--- config.mk ---
export PLATFORM = sky130hd
export DESIGN_NAME = hardware_debinarize_stream
export DESIGN_NICKNAME = d
export VERILOG_FILES = /design/src/rtl/hardware_debinarize_stream.sv
export SDC_FILE = /design/constraint.sdc
export NUM_CORES = 1
export LEC_CHECK = 0
export CAP_MARGIN = 20
export CORE_ASPECT_RATIO = 1.2
export CORE_MARGIN = 2
export CORE_UTILIZATION = 40
export CTS_CLUSTER_SIZE = 25
export DETAILED_ROUTE_END_ITERATION = 10
export GPL_TIMING_DRIVEN = 0
export PLACE_DENSITY = 0.77
export SLEW_MARGIN = 10
export SYNTH_ARGS = -nofsm -noshare
export SYNTH_HDL_FRONTEND = slang
export SYNTH_SLANG_ARGS = --single-unit
--- constraint.sdc ---
create_clock -name system1000 -period 4.3 [get_ports system1000]
set_input_delay 0.86 -clock system1000 [delete_from_list [all_inputs] [get_ports system1000]]
set_output_delay 0.86 -clock system1000 [all_outputs]
set_load 0.02 [all_outputs]
--- src/rtl/hardware_debinarize_stream.sv ---
// Heap-word to SKI-term decoder with a 2-entry output FIFO and illegal-word tracking.
// Latency: an accepted legal word is visible on ski_o one cycle later if the buffer was empty.
// Backpressure: word_ready_o drops when both buffer entries are occupied; it never depends on ski_ready_i.
// Optional: define CHECK_PADDING_EN to also reject words whose unused payload bits are non-zero.
module hardware_debinarize_stream #(
  parameter int ERR_CNT_W = 16
) (
  input  logic                 system1000,
  input  logic                 system1000_rst,
  input  logic [63:0]          word_i,
  input  logic                 word_valid_i,
  output logic                 word_ready_o,
  output logic [62:0]          ski_o,
  output logic                 ski_valid_o,
  input  logic                 ski_ready_i,
  output logic                 err_pulse_o,
  output logic                 err_sticky_o,
  output logic [ERR_CNT_W-1:0] err_cnt_o,
  input  logic                 err_clr_i
);

  logic [3:0]  tag;
  logic        legal;
  logic [62:0] term;

  logic [62:0] mem [2];
  logic        rd_ptr;
  logic        wr_ptr;
  logic [1:0]  occ;

  logic        accept;
  logic        push;
  logic        pop;
  logic        bad;

  assign tag = word_i[63:60];

  // Translate the heap tag into a constructor and repack the payload fields.
  always_comb begin
    legal = 1'b1;
    term  = '0;
    case (tag)
      4'h0: term = {3'b000, 60'b0};
      4'h1: term = {3'b001, 60'b0};
      4'h2: term = {3'b010, 60'b0};
      4'h3: term = {3'b011, word_i[59:30], word_i[29:0]};
      4'h4: term = {3'b100, word_i[31:0], 28'b0};
      default: legal = 1'b0;
    endcase
`ifdef CHECK_PADDING_EN
    // Atoms must carry an all-zero payload; literals only use the low 32 bits.
    if ((tag <= 4'h2) && (word_i[59:0] != 60'b0)) legal = 1'b0;
    if ((tag == 4'h4) && (word_i[59:32] != 28'b0)) legal = 1'b0;
`endif
  end

  // Ready comes from registered occupancy so the producer never sees a path from the consumer.
  assign word_ready_o = ~system1000_rst & (occ != 2'd2);
  assign ski_valid_o  = (occ != 2'd0);
  assign ski_o        = mem[rd_ptr];

  assign accept = word_valid_i & word_ready_o;
  assign push   = accept & legal;
  assign bad    = accept & ~legal;
  assign pop    = ski_valid_o & ski_ready_i;

  // Two-entry circular buffer; reset zeroes the storage so ski_o reads 0 out of reset.
  always_ff @(posedge system1000) begin
    if (system1000_rst) begin
      mem[0] <= '0;
      mem[1] <= '0;
      rd_ptr <= 1'b0;
      wr_ptr <= 1'b0;
      occ    <= 2'd0;
    end else begin
      if (push) begin
        mem[wr_ptr] <= term;
        wr_ptr      <= ~wr_ptr;
      end
      if (pop) begin
        rd_ptr <= ~rd_ptr;
      end
      occ <= occ + {1'b0, push} - {1'b0, pop};
    end
  end

  // Illegal-word bookkeeping: a fresh error always survives a simultaneous clear.
  always_ff @(posedge system1000) begin
    if (system1000_rst) begin
      err_pulse_o  <= 1'b0;
      err_sticky_o <= 1'b0;
      err_cnt_o    <= '0;
    end else begin
      err_pulse_o <= bad;
      if (bad) begin
        err_sticky_o <= 1'b1;
        if (err_clr_i) begin
          err_cnt_o <= ERR_CNT_W'(1);
        end else if (err_cnt_o != {ERR_CNT_W{1'b1}}) begin
          err_cnt_o <= err_cnt_o + ERR_CNT_W'(1);
        end
      end else if (err_clr_i) begin
        err_sticky_o <= 1'b0;
        err_cnt_o    <= '0;
      end
    end
  end

endmodule

# Word-level counts from Yosys, hierarchy flattened
# Memories as Yosys holds them, arrays and structs flattened. A register that Yosys moved wholly into a read port is not among the register bits.
# Cells that the tools add are included.
[classes]
n_addsub = 3
eq_ne = 6
n_mux = 18
bitwise_logic = 9
reduce_logical = 7
[op_table]
columns = ["operator", "count"]
rows = [
  ["$pmux 63 s4", 1],
  ["$mux 16", 4],
  ["$mux 63", 1],
  ["$reduce_or 63->1", 1],
  ["$add 16x1->16 const B", 1],
  ["$ne 16x16->1 const B", 1],
  ["$mux 1", 12],
  ["$eq 4x2->1 const B", 2],
  ["$reduce_bool 2->1", 3],
  ["$and 1x1->1", 5],
  ["$reduce_or 5->1", 1],
  ["$eq 4x1->1 const B", 1],
  ["$eq 4x3->1 const B", 1],
  ["$logic_not 4->1", 1],
  ["$not 1->1", 4],
  ["$add 2x1->2", 1],
  ["$ne 2x2->1 const B", 1],
  ["$reduce_and 2->1", 1],
  ["$sub 2x1->2", 1],
]
[word_totals]
reg_bits = 22
ramBits = 126
inputBits = 69
out_inout_bits = 83
word_cells = 50
n_memories = 1
[memory_table]
columns = ["name", "words", "width", "rd", "rd_ports_with_merged_regs", "wr", "line", "rtl"]
rows = [
  ["mem", 2, 63, 1, 1, 2, "26", "logic [62:0] mem [2];"],
]

# Depth between registers and ports, before layout
# Gate-level depths: netlist (run 1).
[depth]
ltp_word = 9
depth_mapped = 10
ltp_nobuf = 9

# Worst setup path after synthesis (run 1)
# Ideal clock, no wire load.
[synth_timing]
kind = "input-to-reg"
start = "input system1000_rst"
end = "memory mem[0][0] (enable)"
setup_ns = 0.432
t_arrival_ns = 3.132
required_ns = 3.868
slack_ns = 0.737
stages = 6
n_path_buf = 2
cell_sequence = "buf_2 > nand2b_4 > nor2_1 > nand3b_1 > buf_2 > nand2b_1"
[synth_lines]
columns = ["item", "line", "rtl"]
rows = [
  ["from (decl)", "9", "input logic system1000_rst,"],
  ["to (decl)", "26", ""],
]

==> results of run 1 <==
[cell usage in the layout (no fill, tap or decap), types with 3 or more instances in the layout]
| master | n |
|---|---|
| clkbuf_2 | 4 |
| nor2b_1 | 5 |
| and3_1 | 3 |
| ha_1 | 3 |
| a21oi_1 | 6 |
| edfxtp_1 | 126 |
| buf_1 | 8 |
| nand3_1 | 7 |
| and2_1 | 58 |
| clkinv_2 | 3 |
| clkdlybuf4s50_1 | 150 |
| nand2b_4 | 3 |
| nand4_1 | 5 |
| a31oi_1 | 4 |
| nand2_1 | 14 |
| o21ai_0 | 7 |
| nor2_1 | 80 |
| bufinv_16 | 4 |
| mux2_2 | 63 |
| a22oi_1 | 33 |
| nor3_1 | 6 |
| dfxtp_1 | 23 |
| clkbuf_16 | 17 |
| and4_1 | 3 |
| or3_1 | 3 |
| a21o_1 | 4 |
| clkbuf_1 | 16 |
| inv_1 | 4 |
[cells by family (layout without fill, tap and decap cells)]
| logic type | Yosys count | count (layout) | share of synthesized area [%] |
|---|---|---|---|
| flip-flops | 149 | 149 | 62.7 |
| adder cells (fa/ha/maj) | 3 | 3 | 0.555 |
| buffers and inverters | 31 | 214 | 1.83 |
| AO/OA/AOI/OAI | 72 | 72 | 8.36 |
| XOR/XNOR | 4 | 4 | 0.518 |
| AND/OR/NAND/NOR | 199 | 199 | 15.4 |
| multiplexers | 64 | 64 | 10.6 |
[routing by layer]
metal / wire length [um] / part of all wire (%) / vias to the layer above
li1: - / - / 2270
met1: 6880 / 39 / 2374
met2: 8850 / 51 / 187
met3: 1170 / 6.7 / 39
met4: 595 / 3.4 / 0
met5: 0 / 0 / -
[through the flow]
step                hold WS (ns)  setup TNS, ns  cell area, um2  power (mW)  util, %
finish                     0.464              0            9200        4.30     55.0
global route               0.471              0            9200        4.44     55.0
CTS                        0.460              0            9200        4.33     55.0
detailed placement         0.442              0            8600        2.81     51.5
global placement           0.438         -92.70            8540        2.80     51.1
floorplan                  0.456              0            6770        2.32        -
[power groups by stage]
stage               combinational, mW  sequential, mW  clock, mW
floorplan                       0.614            1.70          0
global placement                 1.10            1.70          0
detailed placement               1.11            1.70          0
CTS                              1.12            1.67       1.54
global route                     1.17            1.68       1.59
finish                           1.11            1.67       1.52
[sequential cells by signal (all words and copies together) (netlist names), named ones only]
| name | flops |
|---|---|
| err_cnt_o | 16 |
| err_sticky_o | 1 |
| err_pulse_o | 1 |
| wr_ptr | 1 |
| occ | 2 |
| rd_ptr | 1 |
| mem | 126 |
[critical path: cells and delay by family (launching register included)]
kind                   cells  cell delay, ns
muxes                      1            0.41
DFF                        1            0.30
buffers and inverters      3            1.58
[path summary, 6_finish.rpt]
path                                    from            to  slack (ns)
worst max-delay path                    flop      ski_o[2]        0.73
worst min-delay path            err_sticky_o  err_sticky_o        0.46
worst max register to register        occ[0]    mem[1][17]        1.98
worst min register to register  err_sticky_o  err_sticky_o        0.46
[area by class of cell]
type / count / area, um2
plain buffers: 27 / 109
clock buffers: 20 / 437
clock inverters: 11 / 159
fillers: 1393 / 7520
inverters: 4 / 15.0
multi-input cells: 342 / 2420
flip-flops and latches: 149 / 4240
well taps: 216 / 270
repair buffers: 152 / 1550
==> impl_metrics.env, run 1 <==
export IMPL_grt_max_degree=44
export IMPL_dieHeight_um=147
export IMPL_tightest_slew_ns=0.967
export IMPL_comb_power_share_pct=25.7
export IMPL_synthFlopType="edfxtp_1"
export IMPL_clock_sinks=149
export IMPL_die_area_um2=18000
export IMPL_cp_max_fo=10
export IMPL_slowest_stage="buf_1"
export IMPL_fin_crit_ns=3.57
export IMPL_ant_nets=0
export IMPL_clockRootBuffer="clkbuf_16"
export IMPL_cts_tree="yes"
export IMPL_setup_viol=0
export IMPL_leakage_nw=3.22
export IMPL_clock_skew_ns=0.00646
export IMPL_ys_seq_area_share_pct=62.7
export IMPL_core_area_um2=16700
export IMPL_hpwlAfterDp_um=12400
export IMPL_holdPathStages=1
export IMPL_cp_cell_sequence="clkbuf_1, buf_1, mux2_2, clkdlybuf4s50_1"
export IMPL_ios=152
export IMPL_vias=4870
export IMPL_rsz0062_at_grt="false"
export IMPL_synth_common_cells="edfxtp_1 (126), nor2_1 (80), mux2_2 (63), and2_1 (58), a22oi_1 (33)"
export IMPL_h_tree_depth=4
export IMPL_drive_gt1_share_pct=15.9
export IMPL_synth_warnings=0
export IMPL_drt_iter0_markers=321
export IMPL_end_kind="output pin"
export IMPL_vdd_drop_max_uv=212
export IMPL_dp_cells=890
export IMPL_cts_hold_buffers=0
export IMPL_gr_max_usage_layer="met2"
export IMPL_initial_core_util_pct=40.5
export IMPL_power_density_nw_per_um2=467
export IMPL_instances_no_fill=921
export IMPL_cts_clk_slew_worst_paths_ns=0.06
export IMPL_synth_distinct_cells=55
export IMPL_synthTopCellsByArea="edfxtp_1 (56%), mux2_2 (10%), dfxtp_1 (6.8%)"
export IMPL_pwr_share_seq_pct=38.9
export IMPL_async_flop_share_pct=0
export IMPL_yosysTopAreaCellShare_pct=55.9
export IMPL_wl_per_cell_um=19.0
export IMPL_cp_start_kind="flop"
export IMPL_antenna_found_initial=0
export IMPL_yosysTopAreaCell="edfxtp_1"
export IMPL_slew_limit_headroom_pct=35.4
export IMPL_use_met1_pct=23.3
export IMPL_crit_type="reg -> out"
export IMPL_setup_slack_ns=0.731
export IMPL_fp_dieW_um=123
export IMPL_drc_errors=0
export IMPL_drv_slew=0
export IMPL_grt_pass1_wl_um=27000
export IMPL_intPower_mw=3.15
export IMPL_grt_use_total_pct=20.0
export IMPL_place_ws_ns=0.886
export IMPL_hold_class="reg -> reg"
export IMPL_netlist_area_um2=6770
export IMPL_dr_pass1_iters=5
export IMPL_fin_nets=765
export IMPL_p_sw_mw=1.15
export IMPL_row_count=52
export IMPL_clockBufferDepth=2
export IMPL_synth_avg_cell_area_um2=13.0
export IMPL_vias_per_cell=5.29
export IMPL_worst_r2r_cell_count=5
export IMPL_clk_latency_ns=0.42
export IMPL_synth_edf_count=126
export IMPL_wl_um=17500
export IMPL_use_met3_pct=5.66
export IMPL_syn_inst=522
export IMPL_syn2layout_area_growth_pct=35.9
export IMPL_switching_share_pct=26.8
export IMPL_critPathArrivalTime_ns=2.71
export IMPL_slowest_delay_ns=0.57
export IMPL_gp_congestion=0.911
export IMPL_status="finished, final reports clean"
export IMPL_num_antenna_cells=0
export IMPL_overflow=0
export IMPL_syn_nets=594
export IMPL_synth_seq_cells=149
export IMPL_power_share_clock_pct=35.4
export IMPL_timing_final_crit_share_pct=83.0
export IMPL_yosysMostFrequentCell="edfxtp_1"
export IMPL_place_port_buffers=150
export IMPL_cp_required_ns=3.44
export IMPL_cts_resized=0
export IMPL_fmax_mhz=280
export IMPL_grt_pass1_vias=5067
export IMPL_met2_usage_pct=33.3
export IMPL_post_cts_setup_buffer_count=0
export IMPL_hold_viol=0
export IMPL_cts_inserted_buffers=17
export IMPL_max_cap_viol_count=0
Power figures use the tool's default switching activity.
==> inputs of run 2 (changes only) <==
--- a/config.mk
+++ b/config.mk
@@ -12,7 +12,7 @@
 export CTS_CLUSTER_SIZE = 25
 export DETAILED_ROUTE_END_ITERATION = 10
 export GPL_TIMING_DRIVEN = 0
-export PLACE_DENSITY = 0.77
+export PLACE_DENSITY = 0.79
 export SLEW_MARGIN = 10
 export SYNTH_ARGS = -nofsm -noshare
 export SYNTH_HDL_FRONTEND = slang
==> constraint.sdc (replaced) <==
create_clock -name system1000 -period 2.9 [get_ports system1000]
set_input_delay 0.58 -clock system1000 [delete_from_list [all_inputs] [get_ports system1000]]
set_output_delay 0.58 -clock system1000 [all_outputs]
set_load 0.02 [all_outputs]
==> run 2 against run 1 <==
First-iteration DRC count fell by 26%. Die area is the same. Clock power increased by 47%. Worst hold slack worse by 0.0060 ns. Core utilization hardly changed. Critical path depth rose by 2. Clock-buffer cell count is 2 higher. Clock skew rose by 0.0098 ns.
==> impl_metrics.env, run 2 (same netlist as run 1, synthesis figures left out) <==
export IMPL_status="finished, final reports clean"
export IMPL_die_area_um2=18000
export IMPL_reg_largest_list="mem: 126 flops, err_cnt_o: 16 flops, occ: 2 flops"
export IMPL_power_density_nw_per_um2=690
export IMPL_end_kind="flop"
export IMPL_post_cts_setup_buffer_count=0
export IMPL_dieHeight_um=147
export IMPL_dr_pass1_iters=7
export IMPL_drt_iter0_markers=236
export IMPL_gp_congestion=0.882
export IMPL_tightest_slew_ns=0.920
export IMPL_drive_gt1_share_pct=16.8
export IMPL_hpwlAfterDp_um=12100
export IMPL_drv_slew=0
export IMPL_setup_viol=0
export IMPL_timing_final_crit_share_pct=92.5
export IMPL_core_area_um2=16700
export IMPL_initial_core_util_pct=40.5
export IMPL_fp_dieW_um=123
export IMPL_critPathArrivalTime_ns=2.78
export IMPL_fmax_mhz=373
export IMPL_row_count=52
export IMPL_vias_per_cell=5.19
export IMPL_whs_ns=0.458
export IMPL_final_cell_mix="clkdlybuf4s50_1 (150), edfxtp_1 (126), nor2_1 (80)"
export IMPL_holdCritStartpoint="err_sticky_o"
export IMPL_grt_use_total_pct=19.3
export IMPL_cp_start_kind="input port"
export IMPL_place_port_buffers=150
export IMPL_antenna_found_initial=0
export IMPL_ant_nets=0
export IMPL_wl_per_cell_um=18.3
export IMPL_crit_reg2reg_launch="occ[0]"
export IMPL_r2r_end="mem[1][48]"
export IMPL_wl_um=16900
export IMPL_fin_crit_ns=2.68
export IMPL_cp_max_fo=37
export IMPL_leakage_nw=3.23
export IMPL_vdd_drop_max_uv=310
export IMPL_regMostFlops="mem"
export IMPL_setup_worst_path_start="word_i[61]"
export IMPL_largest_reg_flops=126
export IMPL_r2r_slack_ns=0.57
export IMPL_grt_pass1_wl_um=26100
export IMPL_hold_viol=0
export IMPL_drc_errors=0
export IMPL_clockRootBuffer="clkbuf_16"
export IMPL_cts_hold_buffers=0
export IMPL_power_mw=6.35
export IMPL_syn2layout_area_growth_pct=35.9
export IMPL_cts_inserted_buffers=17
export IMPL_hold_class="reg -> reg"
export IMPL_overflow=0
export IMPL_cts_tree="yes"
export IMPL_h_tree_depth=4
export IMPL_rsz0062_at_grt="false"
export IMPL_vias=4774
export IMPL_num_antenna_cells=0
export IMPL_layout_commonest_cell="clkdlybuf4s50_1"
export IMPL_max_cap_viol_count=0
export IMPL_cts_resized=7
export IMPL_clk_latency_ns=0.41
export IMPL_cts_clk_slew_worst_paths_ns=0.06
export IMPL_clock_sinks=149
export IMPL_ios=152
export IMPL_crit_type="in -> reg"
export IMPL_clock_skew_ns=0.0163
export IMPL_slew_limit_headroom_pct=38.5
export IMPL_crit_end="mem[1][48]"
export IMPL_worst_r2r_cell_count=5
export IMPL_grt_pass1_vias=5086
export IMPL_fin_nets=764
export IMPL_grt_max_degree=38
export IMPL_clockBufferDepth=2
export IMPL_cp_required_ns=3.00
==> run 2: per-stage QoR <==
step	instances	cell area, um2	util, %	worst slack, ns	TNS (ns)
after detailed placement	890	8600	51.4	-0.272	-19.05
final	920	9200	55.0	0.218	0
after global routing	920	9200	55.0	0.0146	0
after global placement	888	8550	51.1	-0.845	-100.66
after CTS	920	9200	55.0	0.159	0
after floorplan	522	6770	-	0.324	0
==> run 2: worst max-delay path, stage by stage <==
cell             delay (ns)
clkdlybuf4s50_1        0.50
o21ai_2                0.36
and2_1                 0.25
nand3_2                0.31
nand2b_4               0.46
buf_12                 0.28
==> run 2: power by group <==
part	internal, mW	leakage (nW)	switching [mW]
logic	0.809	1.46	0.801
registers	2.44	1.49	0.0576
clock network	1.43	0.282	0.808
==> run 2: cell type report <==
| class | instances | area [um2] |
|---|---|---|
| fillers | 1398 | 7520 |
| flip-flops and latches | 149 | 4250 |
| multi-input cells | 342 | 2420 |
| repair buffers | 152 | 1540 |
| clock buffers | 22 | 444 |
| well taps | 216 | 270 |
| clock inverters | 9 | 153 |
| plain buffers | 26 | 113 |
| inverters | 4 | 15.0 |
==> run 2: routing by layer <==
layer	part of all wire (%)	vias up	GRT usage, %
met1	39	2339	21.7
met5	0	-	0
met3	5.6	24	5.20
li1	-	2268	-
met4	2.2	0	7.87
met2	53	143	34.2
==> run 2: worst min path at each step <==
| stage | end | slack [ns] | cells past startpoint |
|---|---|---|---|
| after floorplan | wr_ptr | 0.46 | 2 |
| after global placement | err_sticky_o | 0.44 | 1 |
| after detailed placement | err_sticky_o | 0.44 | 1 |
| after CTS | err_sticky_o | 0.46 | 1 |
| after global routing | err_sticky_o | 0.47 | 1 |
| final | err_sticky_o | 0.46 | 1 |
